**config.mk**
```make
export PLATFORM = sky130hd
export DESIGN_NAME = shift_reg_universal
export DESIGN_NICKNAME = d
export VERILOG_FILES = /design/src/rtl/shift_reg_universal.sv
export SDC_FILE = /design/constraint.sdc
export NUM_CORES = 1
export LEC_CHECK = 0
export CORE_MARGIN = 2
export CORE_UTILIZATION = 39
export DETAILED_ROUTE_END_ITERATION = 12
export DONT_BUFFER_PORTS = 1
export GPL_TIMING_DRIVEN = 0
export SYNTH_ARGS = -nofsm -noshare
export SYNTH_HDL_FRONTEND = slang
export SYNTH_SLANG_ARGS = --single-unit
```
**constraint.sdc**
```tcl
create_clock -name clk -period 1.6 [get_ports clk]
set_input_delay 0.08 -clock clk [delete_from_list [all_inputs] [get_ports clk]]
set_output_delay 0.08 -clock clk [all_outputs]
set_load 0.03 [all_outputs]
```
**src/rtl/shift_reg_universal.sv**
```systemverilog
// WIDTH-bit universal shift register with direct hold/shift/load modes and an SPI-style burst serialiser.
// Optional build macro SHIFT_REG_NEGEDGE_EN moves every register update to the falling edge of clk.
module shift_reg_universal #(
    parameter int               WIDTH     = 8,
    parameter logic [WIDTH-1:0] RESET_VAL = {WIDTH{1'b0}},
    localparam int              CNT_W     = $clog2(WIDTH + 1)
) (
    input  logic             clk,
    input  logic             reset,
    input  logic             en,
    input  logic [1:0]       mode,
    input  logic             sin_r,
    input  logic             sin_l,
    input  logic [WIDTH-1:0] pdin,
    input  logic             start,
    input  logic             dir,
    output logic [WIDTH-1:0] q,
    output logic             sout_r,
    output logic             sout_l,
    output logic             busy,
    output logic             done,
    output logic [CNT_W-1:0] bit_cnt
);

    typedef enum logic {
        IDLE  = 1'b0,
        BURST = 1'b1
    } state_t;

    state_t           state_q, state_d;
    logic [WIDTH-1:0] q_q, q_d;
    logic [CNT_W-1:0] cnt_q, cnt_d;
    logic             dir_q, dir_d;
    logic             busy_q, busy_d;
    logic             done_q, done_d;

    logic [WIDTH-1:0] shr, shl;

    assign shr = {sin_r, q_q[WIDTH-1:1]};
    assign shl = {q_q[WIDTH-2:0], sin_l};

    always_comb begin
        state_d = state_q;
        q_d     = q_q;
        cnt_d   = cnt_q;
        dir_d   = dir_q;
        busy_d  = busy_q;
        done_d  = 1'b0;   // done is a single-cycle pulse, cleared even when en=0
        if (en) begin
            case (state_q)
                IDLE: begin
                    if (start) begin
                        state_d = BURST;
                        q_d     = pdin;
                        dir_d   = dir;
                        cnt_d   = '0;
                        busy_d  = 1'b1;
                    end else begin
                        case (mode)
                            2'b01:   q_d = shr;
                            2'b10:   q_d = shl;
                            2'b11:   q_d = pdin;
                            default: q_d = q_q;
                        endcase
                    end
                end
                BURST: begin
                    q_d   = dir_q ? shl : shr;
                    cnt_d = cnt_q + CNT_W'(1);
                    if (cnt_q == CNT_W'(WIDTH - 1)) begin
                        state_d = IDLE;
                        busy_d  = 1'b0;
                        done_d  = 1'b1;
                    end
                end
                default: state_d = IDLE;
            endcase
        end
    end

`ifdef SHIFT_REG_NEGEDGE_EN
    always_ff @(negedge clk or posedge reset) begin
`else
    always_ff @(posedge clk or posedge reset) begin
`endif
        if (reset) begin
            state_q <= IDLE;
            q_q     <= RESET_VAL;
            cnt_q   <= '0;
            dir_q   <= 1'b0;
            busy_q  <= 1'b0;
            done_q  <= 1'b0;
        end else begin
            state_q <= state_d;
            q_q     <= q_d;
            cnt_q   <= cnt_d;
            dir_q   <= dir_d;
            busy_q  <= busy_d;
            done_q  <= done_d;
        end
    end

    assign q       = q_q;
    assign sout_r  = q_q[0];
    assign sout_l  = q_q[WIDTH-1];
    assign busy    = busy_q;
    assign done    = done_q;
    assign bit_cnt = cnt_q;

endmodule

```
# After elaboration in Yosys (flattened, before gate mapping)
# Cells that the tools add are included.
op_classes:
  n_addsub: 1
  eq_ne: 7
  n_mux: 15
  bitwise: 1
  n_reduce_logical: 4
op_table:
  columns: ["op", "n"]
  rows:
  - ["8-bit one-hot mux with 3 select lines", 1]
  - ["8-bit two-way mux", 2]
  - ["8-bit one-hot mux with 2 select lines", 1]
  - ["4-bit one-hot mux with 2 select lines", 1]
  - ["1-bit two-way mux", 7]
  - ["3-bit AND reduction", 2]
  - ["5-bit by 2-bit inequality test with 1-bit output, second input constant", 1]
  - ["4-bit by 1-bit adder with 4-bit output, second input constant", 1]
  - ["2-bit equality test, second input constant", 2]
  - ["4-bit by 3-bit equality test with 1-bit output, second input constant", 1]
  - ["4-bit two-way mux", 1]
  - ["1-bit one-hot mux with 2 select lines", 2]
  - ["2-bit AND reduction", 2]
  - ["2-bit by 1-bit equality test with 1-bit output, second input constant", 1]
  - ["2-bit by 1-bit inequality test with 1-bit output, second input constant", 1]
  - ["2-bit inequality test, second input constant", 1]
  - ["1-bit inverter", 1]
totals:
  regBits: 16
  inputBits: 17
  out_inout_bits: 16
  wordCells: 34

# Depth between registers and ports, before layout
depth:
  depth_word: 4
  depth_mapped: 5
  ltp_nobuf: 4

# Least setup slack after synthesis
# No wires, ideal clock.
synth_path:
  path_kind: "register -> register"
  from: "register state_q"
  to: "register q_q[0], in the netlist q[0]"
  setup_time_ns: 0.126
  arrival_ns: 1.228
  required_time_ns: 1.474
  setup_slack_ns: 0.246
  stages_incl_launch_ff: 4
  path_buffers: 1
  period_less_slack_ns: 1.354
  cell_sequence: "dfrtp_1 > o41a_4 > buf_6 > o32a_1"
synth_between:
  elab_chain_len: 3
  elab_cells_between_ends: 4
  classes_between: "1 x eq/ne; 1 x mux; 1 x bitwise; 1 x reduce/logical"
synth_rtl:
  columns: ["element", "line", "source"]
  rows:
  - ["start: declaration", "30", "state_t state_q, state_d;"]
  - ["start signal: assignment", "94", "state_q <= state_d;"]
  - ["1-bit inverter", null, null]
  - ["5-bit by 2-bit inequality test with 1-bit output (no line)", null, null]
  - ["2-bit AND reduction (no line)", null, null]
  - ["end signal: assignment", "95", "q_q <= q_d;"]
  - ["end: declaration", "31", "logic [WIDTH-1:0] q_q, q_d;"]
# Several ways; a longest one is shown, not always the timed one.
# A chain may end at the register's enable or synchronous reset.

# Worst setup path after layout
# Ends and elaborated chain as after synthesis.

==> metrics list <==
- By instance count, the leading cell after synthesis is sky130_fd_sc_hd__dfrtp_1.
- Slew headroom: 0.568
- Main synth FF type: sky130_fd_sc_hd__dfrtp_1
- Sequential cell area fraction in the yosys report: 0.370
- The number of hold violations in the final report was 0.
- Number of flops mapped to enable cells by yosys: 0
* Portion of synthesized cell area occupied by the leading cell type: 0.370
* Required time reported for the critical path endpoint: 1.79 ns
- Antenna Nets Post-Route: 0
- Total non-filler cell area in the finished layout: 1180 um2
- Arrival time at the worst endpoint: 1.63 ns
- Via-per-instance ratio: 6.09
- Clock power frac: 0.117
- Along the worst path, the maximum fanout reaches 10.
- The first routing iteration left 14 violations.
- Clock buffers created by TritonCTS: 3
* Number of port buffers: 0
- Count of TritonRoute iterations in the first routing pass: 4
- From left edge to right edge, the die measures approximately 57 um.
- For this block, the routed nets add up to 2680 um of wire.
- Sorting the synthesized cells by area gives the leading types as sky130_fd_sc_hd__dfrtp_1, sky130_fd_sc_hd__mux2i_1, sky130_fd_sc_hd__mux2_2.
- The worst setup path is captured at a flop.
* Global placer's final weighted congestion: approximately 0.72
* Maximum root-to-sink buffer count: 2
* Antenna diode count: 0
- CTS built an H-tree with a depth of 1.
* Clock latency of the later-clocked register in the worst-skew pair: 0.29 ns
- Actual transition at the worst max-transition pin: 0.647 ns
- Dividing the final minimum period by the clock period gives 0.904.
- The via count of the first global-routing pass was 922.
- Full die area: 3210 um2
- Across all hold checks on the routed design, the worst slack comes to around 0.029 ns.
* Die span in y: 56.7 um
- The number of max-slew violations in the final report is 0.
* Post-DR wirelength/cell: 18.0 um
- Of the total power, combinational logic draws 0.347.
- Clock-pin slew was measured on the worst setup and hold paths at approximately 0.10 ns.
* Final min period: ~1.4 ns
- Placed insts: 143
- Core Area: 2690 um2
* Number of warning messages in the yosys log: 0
- The path class of the tightest hold or removal check is in -> reg.
- Entering global routing, the biggest net connects 17 pins.
* MaxCap Viol Count: 0
- Net switching share of the total power: 0.482
- For this run, the slowest stage of the critical path takes around 0.56 ns.
* Cells along the critical path: o41a_4 -> buf_6 -> o32a_1
- Clock tree from TritonCTS: yes
- HPWL after detailed placement: 1850 um
- Synthesized area per cell: roughly 9.7 um2
* Standby leakage power: 0.505 nW
- STA classifies the critical path startpoint as a flop.
* Sequential group share of total power: 0.535
- Net count of the finished layout: between 100 and 150
- By count the netlist is led by sky130_fd_sc_hd__dfrtp_1, sky130_fd_sc_hd__nor2_1, sky130_fd_sc_hd__mux2i_1.
- Global-route wire length before repair: 4580 um
- Across the VDD grid, the largest voltage drop is 0.000955 V.
* Final core utilization: 0.438
- For this block, the via count after detailed routing is around 910.
* Gr usage total: 0.184
- The initial antenna violation count was 0.
- Layout cells sized above 1: 0.203
- Total net switching power: just over 0.9 mW
- Synthesis produced a netlist whose cell count is 112.
- For met3 alone, demand over resource in global routing was 0.0622.
- Summing all placed instances gives a cell area of 1120 um2.
- For met1 alone, demand over resource in global routing was 0.242.
* Setup tns final: 0 ns
* Initial standard-cell utilization of the core: 0.403
* Slowest-stage cell, CP: sky130_fd_sc_hd__o41a_4
- Post CTS Setup Buffer Count: 0
- Pin placement for this block handled 33 I/O pins.
- Sinks on Clock Net: 16
* DRC violation count after routing: 0
- Number of core rows: 19
* Count of placed standard cells in the final layout, fillers left out: 149
- Run status: finished clean
- CTS root buf: sky130_fd_sc_hd__clkbuf_4
* Number of distinct standard cells referenced by the synthesized netlist: 26
* Cell taking the most area after synthesis: sky130_fd_sc_hd__dfrtp_1
- Global routing finished with a remaining overflow of 0.
- When the netlist entered floorplanning its net count stood at 130.
- Based on the critical path, the design can be clocked at up to ~0.69 GHz.
* Endpoints failing setup: 0
- Power Dens Cells: 1630 nW/um2
- In the global route stage, met2 resource usage came out at 0.272.
- In this run, synthesis produced a sequential element count of 16.
- Cell-internal power: between 0.9 and 1 mW
- After synthesis the cells add up to 1080 um2.
- Worst-case clock skew: approximately 0.0026 ns
- The layer flagged by global routing as most heavily used is met2.
- Counting flops with an async set or reset pin after synthesis yields a share of 1.00.
* Setup repair after global routing missed its margin: no
- Kind of critical path: reg -> reg
* Area grow syn2layout: 8.67%
-- flip-flops by register name (all words and copies together) (netlist names) --
register and flops:
bit_cnt 4, busy 1, state_q 1, done 1, q 8, dir_q 1
-- per-stage QoR --
| stage | total power, mW | setup slack [ns] |
|---|---|---|
| 2_1_floorplan | 1.54 | 0.246 |
| 3_5_place_dp | 1.69 | 0.137 |
| 6_report | 1.91 | 0.153 |
| 4_1_cts | 1.92 | 0.105 |
| 3_3_place_gp | 1.66 | 0.176 |
| 5_1_grt | 2.05 | 0.0548 |
-- power by group through the flow --
stage	clock [mW]	combinational [mW]	sequential, mW
4_1_cts	0.227	0.670	1.02
2_1_floorplan	0	0.574	0.967
6_report	0.224	0.665	1.02
3_5_place_dp	0	0.659	1.03
5_1_grt	0.250	0.746	1.06
3_3_place_gp	0	0.637	1.02
-- worst max-delay path: cells and delay by family (launching register included) --
kind	cells	cell delay [ns]
DFF	1	0.45
AOI/OAI and AO/OA	2	0.73
buffers and inverters	1	0.16
-- what timing repair did --
| action | CTS | global route |
|---|---|---|
| hold buffers | 3 | 0 |
| hold endpoints to repair | 21 | 0 |
| endpoints found under the setup margin | 0 | 1 |
| resized for setup | 0 | 2 |
-- layout make-up --
type                    instances  area (um2)
plain buffers                  10        80.1
clock buffers                   3        22.5
fillers                       275        1510
inverters                       3        11.3
multi-input cells              83         591
flip-flops and latches         16         403
well taps                      31        38.8
repair buffers                  3        30.0
-- cell usage in the layout (no fill, tap or decap), types with 3 or more instances in the layout --
master                          count
sky130_fd_sc_hd__mux2_2             8
sky130_fd_sc_hd__nor2b_1            3
sky130_fd_sc_hd__buf_4              4
sky130_fd_sc_hd__dfrtp_1           14
sky130_fd_sc_hd__a22oi_1            6
sky130_fd_sc_hd__a211o_1            7
sky130_fd_sc_hd__clkbuf_4           3
sky130_fd_sc_hd__dlygate4sd3_1      3
sky130_fd_sc_hd__a31oi_1            7
sky130_fd_sc_hd__o21ai_0            6
sky130_fd_sc_hd__nor2_1            15
sky130_fd_sc_hd__mux2i_1           12
sky130_fd_sc_hd__nand2_1            8
sky130_fd_sc_hd__inv_1              3
-- per-layer routing --
metal,up-vias,share of wire,wire (um)
li1,426,-,-
met1,440,0.45,1220
met2,37,0.44,1190
met3,5,0.087,232
met4,0,0.015,39
met5,-,0,0
-- worst paths after layout --
path                                             start                endpoint  slack, ns  depth (start not counted)
worst max-delay path               state_q$_DFFE_PP0P_        q[0]$_DFFE_PP0P_       0.15                          3
worst min-delay path                                en        q[0]$_DFFE_PP0P_       0.03                          2
worst max register to register     state_q$_DFFE_PP0P_        q[0]$_DFFE_PP0P_       0.15                          3
worst min register to register  bit_cnt[0]$_DFFE_PP0P_  bit_cnt[0]$_DFFE_PP0P_       0.64                          1
max in group asynchronous                        reset  bit_cnt[0]$_DFFE_PP0P_       0.85                          2
min in group asynchronous                        reset       dir_q$_DFFE_PP0P_       0.30                          2
-- kinds of logic after synthesis --
logic type / synth area share
mux: 0.194
buf+inv: 0.0844
compound gates: 0.221
simple gates: 0.119
flops: 0.370
fa+ha+maj: 0.0116
(Power assumes the default switching activity.)
